<file path="src/rtl/ascon_ctrl_pkg.sv">
// Shared types and constants for the ASCON-128 encryption phase scheduler.
package ascon_ctrl_pkg;

  localparam int ROUNDS_A       = 12;
  localparam int ROUNDS_B       = 6;
  localparam int ROUND_OFFSET_B = 6;

  typedef enum logic [2:0] {
    IDLE    = 3'd0,
    INIT    = 3'd1,
    AD_WAIT = 3'd2,
    AD      = 3'd3,
    PT_WAIT = 3'd4,
    PT      = 3'd5,
    FINAL   = 3'd6,
    TAG     = 3'd7
  } state_t;

endpackage

</file>
<file path="src/rtl/cpt_round_ctrl.sv">
// 4-bit permutation round counter with a last-round flag for p12 or p6 phases.
module cpt_round_ctrl #(
  parameter int ROUNDS_A = 12,
  parameter int ROUNDS_B = 6
) (
  input  logic       clk,
  input  logic       rst,
  input  logic       clr,
  input  logic       en,
  input  logic       mode_b,
  output logic [3:0] cnt,
  output logic       last
);

  logic [3:0] cnt_reg;

  // Clear wins over increment so a phase's last round also re-arms the counter.
  always_ff @(posedge clk or posedge rst) begin
    if (rst) begin
      cnt_reg <= 4'd0;
    end else if (clr) begin
      cnt_reg <= 4'd0;
    end else if (en) begin
      cnt_reg <= cnt_reg + 4'd1;
    end
  end

  assign cnt  = cnt_reg;
  assign last = mode_b ? (cnt_reg == 4'(ROUNDS_B - 1)) : (cnt_reg == 4'(ROUNDS_A - 1));

endmodule

</file>
<file path="src/rtl/fsm_ascon_aead.sv">
// ASCON-128 encryption phase scheduler: INIT p12, AD p6 per block, PT p6 per block, FINAL p12, TAG.
module fsm_ascon_aead #(
  parameter int ROUNDS_A    = ascon_ctrl_pkg::ROUNDS_A,
  parameter int ROUNDS_B    = ascon_ctrl_pkg::ROUNDS_B,
  parameter int BLOCK_CNT_W = 4
) (
  input  logic                   clock_i,
  input  logic                   reset_i,
  input  logic                   start_i,
  input  logic [BLOCK_CNT_W-1:0] nb_ad_i,
  input  logic [BLOCK_CNT_W-1:0] nb_pt_i,
  input  logic                   data_valid_i,
  output logic                   data_ready_o,
  output logic [3:0]             round_o,
  output logic                   input_mode_o,
  output logic                   en_reg_state_o,
  output logic                   xor_begin_data_o,
  output logic                   xor_begin_key_o,
  output logic                   xor_end_key_o,
  output logic                   xor_end_dsep_o,
  output logic                   en_cipher_o,
  output logic                   en_tag_o,
  output logic                   busy_o,
  output logic                   done_o
);

  import ascon_ctrl_pkg::*;

  localparam logic [BLOCK_CNT_W-1:0] BLK_ONE = BLOCK_CNT_W'(1);
  localparam logic [3:0]             OFS_B   = 4'(ROUND_OFFSET_B);

  state_t                 state_reg, state_next;
  logic [BLOCK_CNT_W-1:0] ad_cnt_reg, ad_cnt_next;
  logic [BLOCK_CNT_W-1:0] pt_cnt_reg, pt_cnt_next;
  logic                   rnd_clr, rnd_en, rnd_mode_b, rnd_last;
  logic [3:0]             rnd_cnt;

  cpt_round_ctrl #(
    .ROUNDS_A (ROUNDS_A),
    .ROUNDS_B (ROUNDS_B)
  ) u_round (
    .clk    (clock_i),
    .rst    (reset_i),
    .clr    (rnd_clr),
    .en     (rnd_en),
    .mode_b (rnd_mode_b),
    .cnt    (rnd_cnt),
    .last   (rnd_last)
  );

  always_ff @(posedge clock_i or posedge reset_i) begin
    if (reset_i) begin
      state_reg  <= IDLE;
      ad_cnt_reg <= '0;
      pt_cnt_reg <= '0;
    end else begin
      state_reg  <= state_next;
      ad_cnt_reg <= ad_cnt_next;
      pt_cnt_reg <= pt_cnt_next;
    end
  end

  assign busy_o = (state_reg != IDLE);

  // The round counter advances on every cycle that loads the state register.
  always_comb begin
    state_next       = state_reg;
    ad_cnt_next      = ad_cnt_reg;
    pt_cnt_next      = pt_cnt_reg;
    rnd_clr          = 1'b0;
    rnd_en           = 1'b0;
    rnd_mode_b       = 1'b0;
    data_ready_o     = 1'b0;
    round_o          = 4'd0;
    input_mode_o     = 1'b0;
    en_reg_state_o   = 1'b0;
    xor_begin_data_o = 1'b0;
    xor_begin_key_o  = 1'b0;
    xor_end_key_o    = 1'b0;
    xor_end_dsep_o   = 1'b0;
    en_cipher_o      = 1'b0;
    en_tag_o         = 1'b0;
    done_o           = 1'b0;
    case (state_reg)
      IDLE: begin
        if (start_i) begin
          ad_cnt_next = nb_ad_i;
          pt_cnt_next = (nb_pt_i == '0) ? BLK_ONE : nb_pt_i;
          rnd_clr     = 1'b1;
          state_next  = INIT;
        end
      end
      INIT: begin
        en_reg_state_o = 1'b1;
        rnd_en         = 1'b1;
        round_o        = rnd_cnt;
        input_mode_o   = (rnd_cnt == 4'd0);
        if (rnd_last) begin
          xor_end_key_o  = 1'b1;
          xor_end_dsep_o = (ad_cnt_reg == '0);
          rnd_clr        = 1'b1;
          state_next     = (ad_cnt_reg != '0) ? AD_WAIT : PT_WAIT;
        end
      end
      AD_WAIT: begin
        data_ready_o = 1'b1;
        if (data_valid_i) begin
          en_reg_state_o   = 1'b1;
          xor_begin_data_o = 1'b1;
          rnd_en           = 1'b1;
          round_o          = rnd_cnt + OFS_B;
          state_next       = AD;
        end
      end
      AD: begin
        en_reg_state_o = 1'b1;
        rnd_en         = 1'b1;
        rnd_mode_b     = 1'b1;
        round_o        = rnd_cnt + OFS_B;
        if (rnd_last) begin
          rnd_clr     = 1'b1;
          ad_cnt_next = (ad_cnt_reg != '0) ? ad_cnt_reg - BLK_ONE : '0;
          if (ad_cnt_reg <= BLK_ONE) begin
            xor_end_dsep_o = 1'b1;
            state_next     = PT_WAIT;
          end else begin
            state_next = AD_WAIT;
          end
        end
      end
      PT_WAIT: begin
        data_ready_o = 1'b1;
        if (data_valid_i) begin
          en_cipher_o      = 1'b1;
          xor_begin_data_o = 1'b1;
          en_reg_state_o   = 1'b1;
          rnd_en           = 1'b1;
          // The last plaintext block starts p12 finalisation directly at round 0.
          if (pt_cnt_reg <= BLK_ONE) begin
            xor_begin_key_o = 1'b1;
            round_o         = rnd_cnt;
            state_next      = FINAL;
          end else begin
            round_o    = rnd_cnt + OFS_B;
            state_next = PT;
          end
        end
      end
      PT: begin
        en_reg_state_o = 1'b1;
        rnd_en         = 1'b1;
        rnd_mode_b     = 1'b1;
        round_o        = rnd_cnt + OFS_B;
        if (rnd_last) begin
          rnd_clr     = 1'b1;
          pt_cnt_next = (pt_cnt_reg != '0) ? pt_cnt_reg - BLK_ONE : '0;
          state_next  = PT_WAIT;
        end
      end
      FINAL: begin
        en_reg_state_o = 1'b1;
        rnd_en         = 1'b1;
        round_o        = rnd_cnt;
        if (rnd_last) begin
          xor_end_key_o = 1'b1;
          rnd_clr       = 1'b1;
          state_next    = TAG;
        end
      end
      TAG: begin
        en_tag_o   = 1'b1;
        done_o     = 1'b1;
        state_next = IDLE;
      end
      default: state_next = IDLE;
    endcase
  end

endmodule

</file>
<file path="config.mk">
export PLATFORM = sky130hd
export DESIGN_NAME = fsm_ascon_aead
export DESIGN_NICKNAME = d
export VERILOG_FILES = /design/src/rtl/ascon_ctrl_pkg.sv /design/src/rtl/cpt_round_ctrl.sv /design/src/rtl/fsm_ascon_aead.sv
export SDC_FILE = /design/constraint.sdc
export NUM_CORES = 1
export LEC_CHECK = 0
export ABC_CLOCK_PERIOD_IN_PS = 2800
export CAP_MARGIN = 20
export CORE_UTILIZATION = 60
export CTS_CLUSTER_DIAMETER = 100
export DETAILED_ROUTE_END_ITERATION = 10
export DONT_BUFFER_PORTS = 1
export PLACE_DENSITY = 0.76
export REMOVE_ABC_BUFFERS = 1
export SLEW_MARGIN = 20
export SYNTH_ARGS = -nofsm -noshare
export SYNTH_HDL_FRONTEND = slang
export SYNTH_HIERARCHICAL = 1
export SYNTH_SLANG_ARGS = --single-unit
</file>
<file path="constraint.sdc">
create_clock -name clock_i -period 2.8 [get_ports clock_i]
set_input_delay 0.56 -clock clock_i [delete_from_list [all_inputs] [get_ports clock_i]]
set_output_delay 0.56 -clock clock_i [all_outputs]
set_load 0.005 [all_outputs]
</file>
==> flow_metrics.tcl, run 1 <==
set metrics [dict create \
    drive_gt1_frac 0.131 \
    synthXorXnorAreaFrac 0.0215 \
    cts_buffer_depth 2 \
    dp_hpwl_um 2030 \
    pwr_density_cell_nw_per_um2 1100 \
    avgSynthCellArea_um2 8.48 \
    htreeDepth 1 \
    floorplan.rows 15 \
    reg2reg_slack_ns 0.35 \
    critPathMaxFanout 10 \
    numCtsBuffers 3 \
    synth_top_family_by_area "simple AND/OR/NAND/NOR gates" \
    synthMuxAreaShare 0.0451 \
    critPathArrivalTime_ns 2.08 \
    numPortBuffers 0 \
    insertion_delay_ns 0.28 \
    vias_per_cell 6.30 \
    p_leak_nw 0.557 \
    drtPass1Iterations 4 \
    vias 1071 \
    max_stage_delay_ns 0.45 \
    io_pins 27 \
    path_buf_inv 0 \
    routed_wl_um 2660 \
    grt_first_pass_wirelength_um 3990 \
    async_flop_share 1.00 \
    finalCritPeriodShare 0.942 \
    slew-limit-headroom 0.619 \
    core_area_um2 1820 \
    hold_class "input pin to asynchronous set/reset pin" \
    critical_path.startpoint_type "register" \
    tns_ns 0 \
    end_kind "primary output" \
    final_cells 170 \
    cp_top_family "simple AND/OR/NAND/NOR gates" \
    worst_pin_slew_ns 0.568 \
    fmax_mhz 379 \
    synth_edf_count 0 \
    die_x_um 47.1 \
    status "finished clean" \
    synth_adder_area_share 0.0287 \
    synthTopCellsByArea "dfrtp_1, nor2_1, nor3_1" \
    dieArea_um2 2220 \
    antenna_found_initial 0 \
    critPathKind "register to primary output" \
    dp.cells 166 \
    ir_worst_vdd_mv 0.679 \
    gp_congestion 0.835 \
    synth_cell_type_count 43 \
    crit-reg2reg-capture "u_round/cnt[3]" \
    path_depth 7 \
    diodes 0 \
    cts.sinks 15 \
    path_cells "nand3b_4 -> nand2_1 -> nor4bb_1 -> o21a_2 -> and2_1 -> nor4_4 -> nor3_2" \
    fin_nets 160 \
    r2r_cells 9 \
    endpoint "xor_end_dsep_o" \
    slew_viol_final 0 \
    cts_root_buffer "clkbuf_4" \
    skew_ns 0.000768 \
    slowest_stage "dfrtp_1" \
    drt_iter0_drc 40 \
    synth_area_um2 1220 \
    yosys_most_used_dff "dfrtp_1" \
    setup_violations 0 \
    drc 0 \
    drv_cap 0 \
    final_antenna_net_count 0 \
    synth_compound_area_frac 0.232 \
    netlist.top_cell.by_area "dfrtp_1" \
    synth_simple_gate_area_frac 0.296 \
    crit_start "state_reg[0]" \
    start_util 0.671 \
    crit_required_ns 2.24 \
    netlist_instances 144 \
    ys_ff_latch 15 \
    ys_warn_count 6 \
    report.final.hold_viol_count 0 \
    min_period_ns 2.64 \
    rsz0062_at_grt "no" \
    gr-total-overflow 0 \
    area_delta_synth_final_pct 3.89 \
    r2r_start "state_reg[1]" \
    grt_use_total 0.260 \
    cts_hold_buf 0 \
    ys_seq_area_frac 0.307 \
    grt_max_degree 17 \
    synth.top_cell.area_share 0.307 \
    wl_per_cell_um 15.6 \
    die_h_um 47.1 \
    cts_tree "done" \
    clk_pin_slew_ns 0.08 \
    grt_pass1_vias 881 \
]
## layout make-up
cell class | count | area [um2]
multi-input cells | 114 | 776
fillers | 154 | 552
flip-flops and latches | 15 | 375
well taps | 25 | 31.3
repair buffers | 4 | 30.0
inverters | 8 | 30.0
clock buffers | 4 | 26.3
## synth_stat cells, types with 2 or more instances
master    instances
ha_1              2
nor4bb_1          2
o21a_1            2
a21oi_1           6
a22o_1            5
mux2i_1           4
or3_1             2
and2_1            3
nor2b_1           4
inv_1             8
nand2_1           7
a21oi_4           2
or3b_4            2
o21ai_0          10
o22ai_1           2
a32o_1            2
buf_6             2
buf_2             2
dfrtp_1          15
buf_4             3
nor2_1           16
xnor2_1           2
o21ai_1           6
and3_1            2
nor3_1           10
nand3_1           3
nand2b_1          4
## routing by layer
| layer | wire (um) | global-route usage | vias to the layer above | share of wire |
|---|---|---|---|---|
| li1 | - | - | 521 | - |
| met1 | 1220 | 0.367 | 515 | 0.46 |
| met2 | 1290 | 0.411 | 35 | 0.48 |
| met3 | 150 | 0.0769 | 0 | 0.056 |
| met4 | 0 | 0.0229 | 0 | 0 |
| met5 | 0 | 0 | - | 0 |
## kinds of logic after synthesis
group | count (synthesis)
compound gates | 41
xor+xnor | 3
fa+ha+maj | 3
buf+inv | 15
flops | 15
mux | 5
simple gates | 62
## worst min-delay path by stage
stage	start	end	slack, ns	depth (start not counted)
finish	reset_i	u_round/cnt[0]	0.03	1
global placement	reset_i	u_round/cnt[0]	0.34	1
CTS	reset_i	u_round/cnt[1]	0.03	1
global route	reset_i	u_round/cnt[3]	0.02	1
floorplan	reset_i	u_round/cnt[0]	0.33	1
detailed placement	reset_i	u_round/cnt[1]	0.34	1
## cells in the final DEF (no fill, tap or decap), drive strengths merged, types with 4 or more instances in the layout
master   n
nor2    16
clkbuf   4
buf      4
nand2    7
nand2b   4
dfrtp   15
a21oi    8
nor2b    4
mux2i    4
inv      8
nor3    10
a22o     5
o21ai   17
## stage by stage
step	hold WS, ns	utilization	cell area [um2]	setup WS (ns)	power, mW
floorplan	0.326	-	1170	0.226	1.06
global placement	0.335	0.674	1230	0.457	1.22
detailed placement	0.339	0.674	1230	0.356	1.25
CTS	0.0298	0.689	1250	0.0692	1.38
global route	0.0243	0.697	1270	0.0308	1.51
finish	0.0330	0.697	1270	0.163	1.40
## power by group
group	switching, mW	internal (mW)	total (mW)
logic	0.455	0.354	0.809
clock network	0.0656	0.0553	0.121
registers	0.150	0.317	0.467
## timing repair
action | in CTS | in global routing
buffers inserted | 0 | 0
endpoints found under the setup margin | 0 | 1
endpoints found under the hold margin | 0 | 0
resized for setup | 0 | 3
Power figures use the tool's default switching activity.
==> inputs of run 2 (changes only) <==
- CORE_UTILIZATION: 60 -> 50
- PLACE_DENSITY: 0.76 -> 0.65
==> run 2 against run 1 <==
Final area up 2.7%; combinational power up 3.3%; setup slack worse by 0.051 ns; via count up 1.1%; clock skew up 0.0032 ns; global-route usage down 3.3 points; first-iteration DRC count down 5.0%; die area up 19%; fmax down 1.9%; largest cell class unchanged; largest power group unchanged.
==> flow_metrics.tcl, run 2 (same netlist as run 1, synthesis figures left out) <==
set metrics [dict create \
    floorplan.rows 17 \
    dp.cells 170 \
    die_h_um 51.4 \
    cts.sinks 15 \
    die_x_um 51.4 \
    slew-limit-headroom 0.642 \
    diodes 0 \
    critPathArrivalTime_ns 2.13 \
    setup_violations 0 \
    cts_root_buffer "clkbuf_4" \
    grt_pass1_vias 930 \
    final_cells 176 \
    dpl_cell_area_um2 1240 \
    end_kind "primary output" \
    hold_class "input pin to asynchronous set/reset pin" \
    drt_iter0_drc 38 \
    routed_wl_um 2770 \
    final_cell_mix "nor2_1, dfrtp_1, o21ai_0" \
    r2r_cells 9 \
    vias 1083 \
    grt_max_degree 17 \
    fin_util 0.578 \
    min_period_ns 2.69 \
    antenna_found_initial 0 \
    core_area_um2 2250 \
    insertion_delay_ns 0.28 \
    drtPass1Iterations 4 \
    dpl_worst_slack_ns 0.304 \
    r2r_start "state_reg[2]" \
    fmax_mhz 372 \
    layout_setup_ws_ns 0.112 \
    dieArea_um2 2640 \
    reg2reg_slack_ns 0.37 \
    drc 0 \
    io_pins 27 \
    skew_ns 0.00400 \
    worst_pin_slew_ns 0.535 \
    vias_per_cell 6.15 \
    final_common_cell "nor2_1" \
    fin_area_um2 1300 \
    regArea_um2 375 \
    report.final.hold_viol_count 0 \
    endpoint "xor_end_dsep_o" \
    htreeDepth 1 \
    ir_worst_vdd_mv 0.595 \
    critical_path.startpoint_type "register" \
    grt_first_pass_wirelength_um 4380 \
    dp_hpwl_um 2060 \
    crit_required_ns 2.24 \
    wl_per_cell_um 15.7 \
    final_antenna_net_count 0 \
    grt_use_total 0.227 \
    multiInputGateArea_um2 782 \
    critPathKind "register to primary output" \
    critPathMaxFanout 10 \
    slew_viol_final 0 \
    status "finished clean" \
    drv_cap 0 \
    crit_start "state_reg[2]" \
    fillCellCount 211 \
    pwr_density_cell_nw_per_um2 1090 \
    gp_congestion 0.811 \
    numCtsBuffers 3 \
    finalCritPeriodShare 0.960 \
    cts_tree "done" \
    crit-reg2reg-capture "u_round/cnt[3]" \
    clk_pin_slew_ns 0.09 \
    drive_gt1_frac 0.162 \
    cts_buffer_depth 2 \
    numPortBuffers 0 \
    p_leak_nw 0.576 \
    start_util 0.542 \
    gr-total-overflow 0 \
    area_delta_synth_final_pct 6.66 \
    fin_nets 163 \
]
run 2: cell types whose count changed in the layout (fill, tap and decap cells not counted), sizes merged:
cell	delta
buf	+3
clkbuf	-1
clkinv	+1
run 2: area by class of cell:
class	count	area share
inverters	8	0.0231
clock inverters	1	0.00384
multi-input cells	114	0.600
flip-flops and latches	15	0.288
well taps	28	0.0269
clock buffers	3	0.0173
repair buffers	7	0.0403
run 2: how the worst min path moves through the flow:
stage                     slack [ns]             end     from
after floorplan                 0.33  u_round/cnt[0]  reset_i
after global placement          0.33  u_round/cnt[1]  reset_i
after detailed placement        0.34  u_round/cnt[2]  reset_i
after CTS                       0.02  u_round/cnt[2]  reset_i
after global routing            0.03  u_round/cnt[1]  reset_i
final                           0.03  u_round/cnt[2]  reset_i
run 2: worst max-delay path, stage by stage (launching register included):
cell and delay (ns):
dfrtp_1 0.45, nand3b_4 0.22, nand2_1 0.07, nor4bb_2 0.17, o21a_2 0.25, and2_1 0.21
nor4_4 0.38, nor3_2 0.09
run 2: what timing repair did:
item | CTS | global route
endpoints found under the setup margin | 0 | 1
hold buffers | 0 | 0
setup buffers | 0 | 2
gates resized for setup | 0 | 4
hold endpoints to repair | 0 | 0
run 2: power by group:
group | switching, mW | total (mW) | leakage [nW] | internal (mW)
clock network | 0.0711 | 0.124 | 0.0177 | 0.0530
logic | 0.463 | 0.836 | 0.376 | 0.374
registers | 0.146 | 0.463 | 0.182 | 0.317
total | 0.680 | 1.42 | 0.576 | 0.743
run 2: layer usage:
| metal | wire length [um] | part of all wire | vias up | GRT usage |
|---|---|---|---|---|
| met2 | 1310 | 0.47 | 36 | 0.346 |
| met3 | 145 | 0.052 | 2 | 0.0357 |
| met4 | 27 | 0.0098 | 0 | 0.0946 |
| met5 | 0 | 0 | - | 0 |
| li1 | - | - | 527 | - |
| met1 | 1280 | 0.46 | 518 | 0.316 |
run 2: metrics by stage:
step | hold slack (ns) | power (mW) | TNS [ns]
finish | 0.0345 | 1.42 | 0
CTS | 0.0230 | 1.39 | 0
global route | 0.0257 | 1.54 | -0.0288
detailed placement | 0.336 | 1.27 | 0
global placement | 0.332 | 1.24 | 0
floorplan | 0.326 | 1.06 | 0
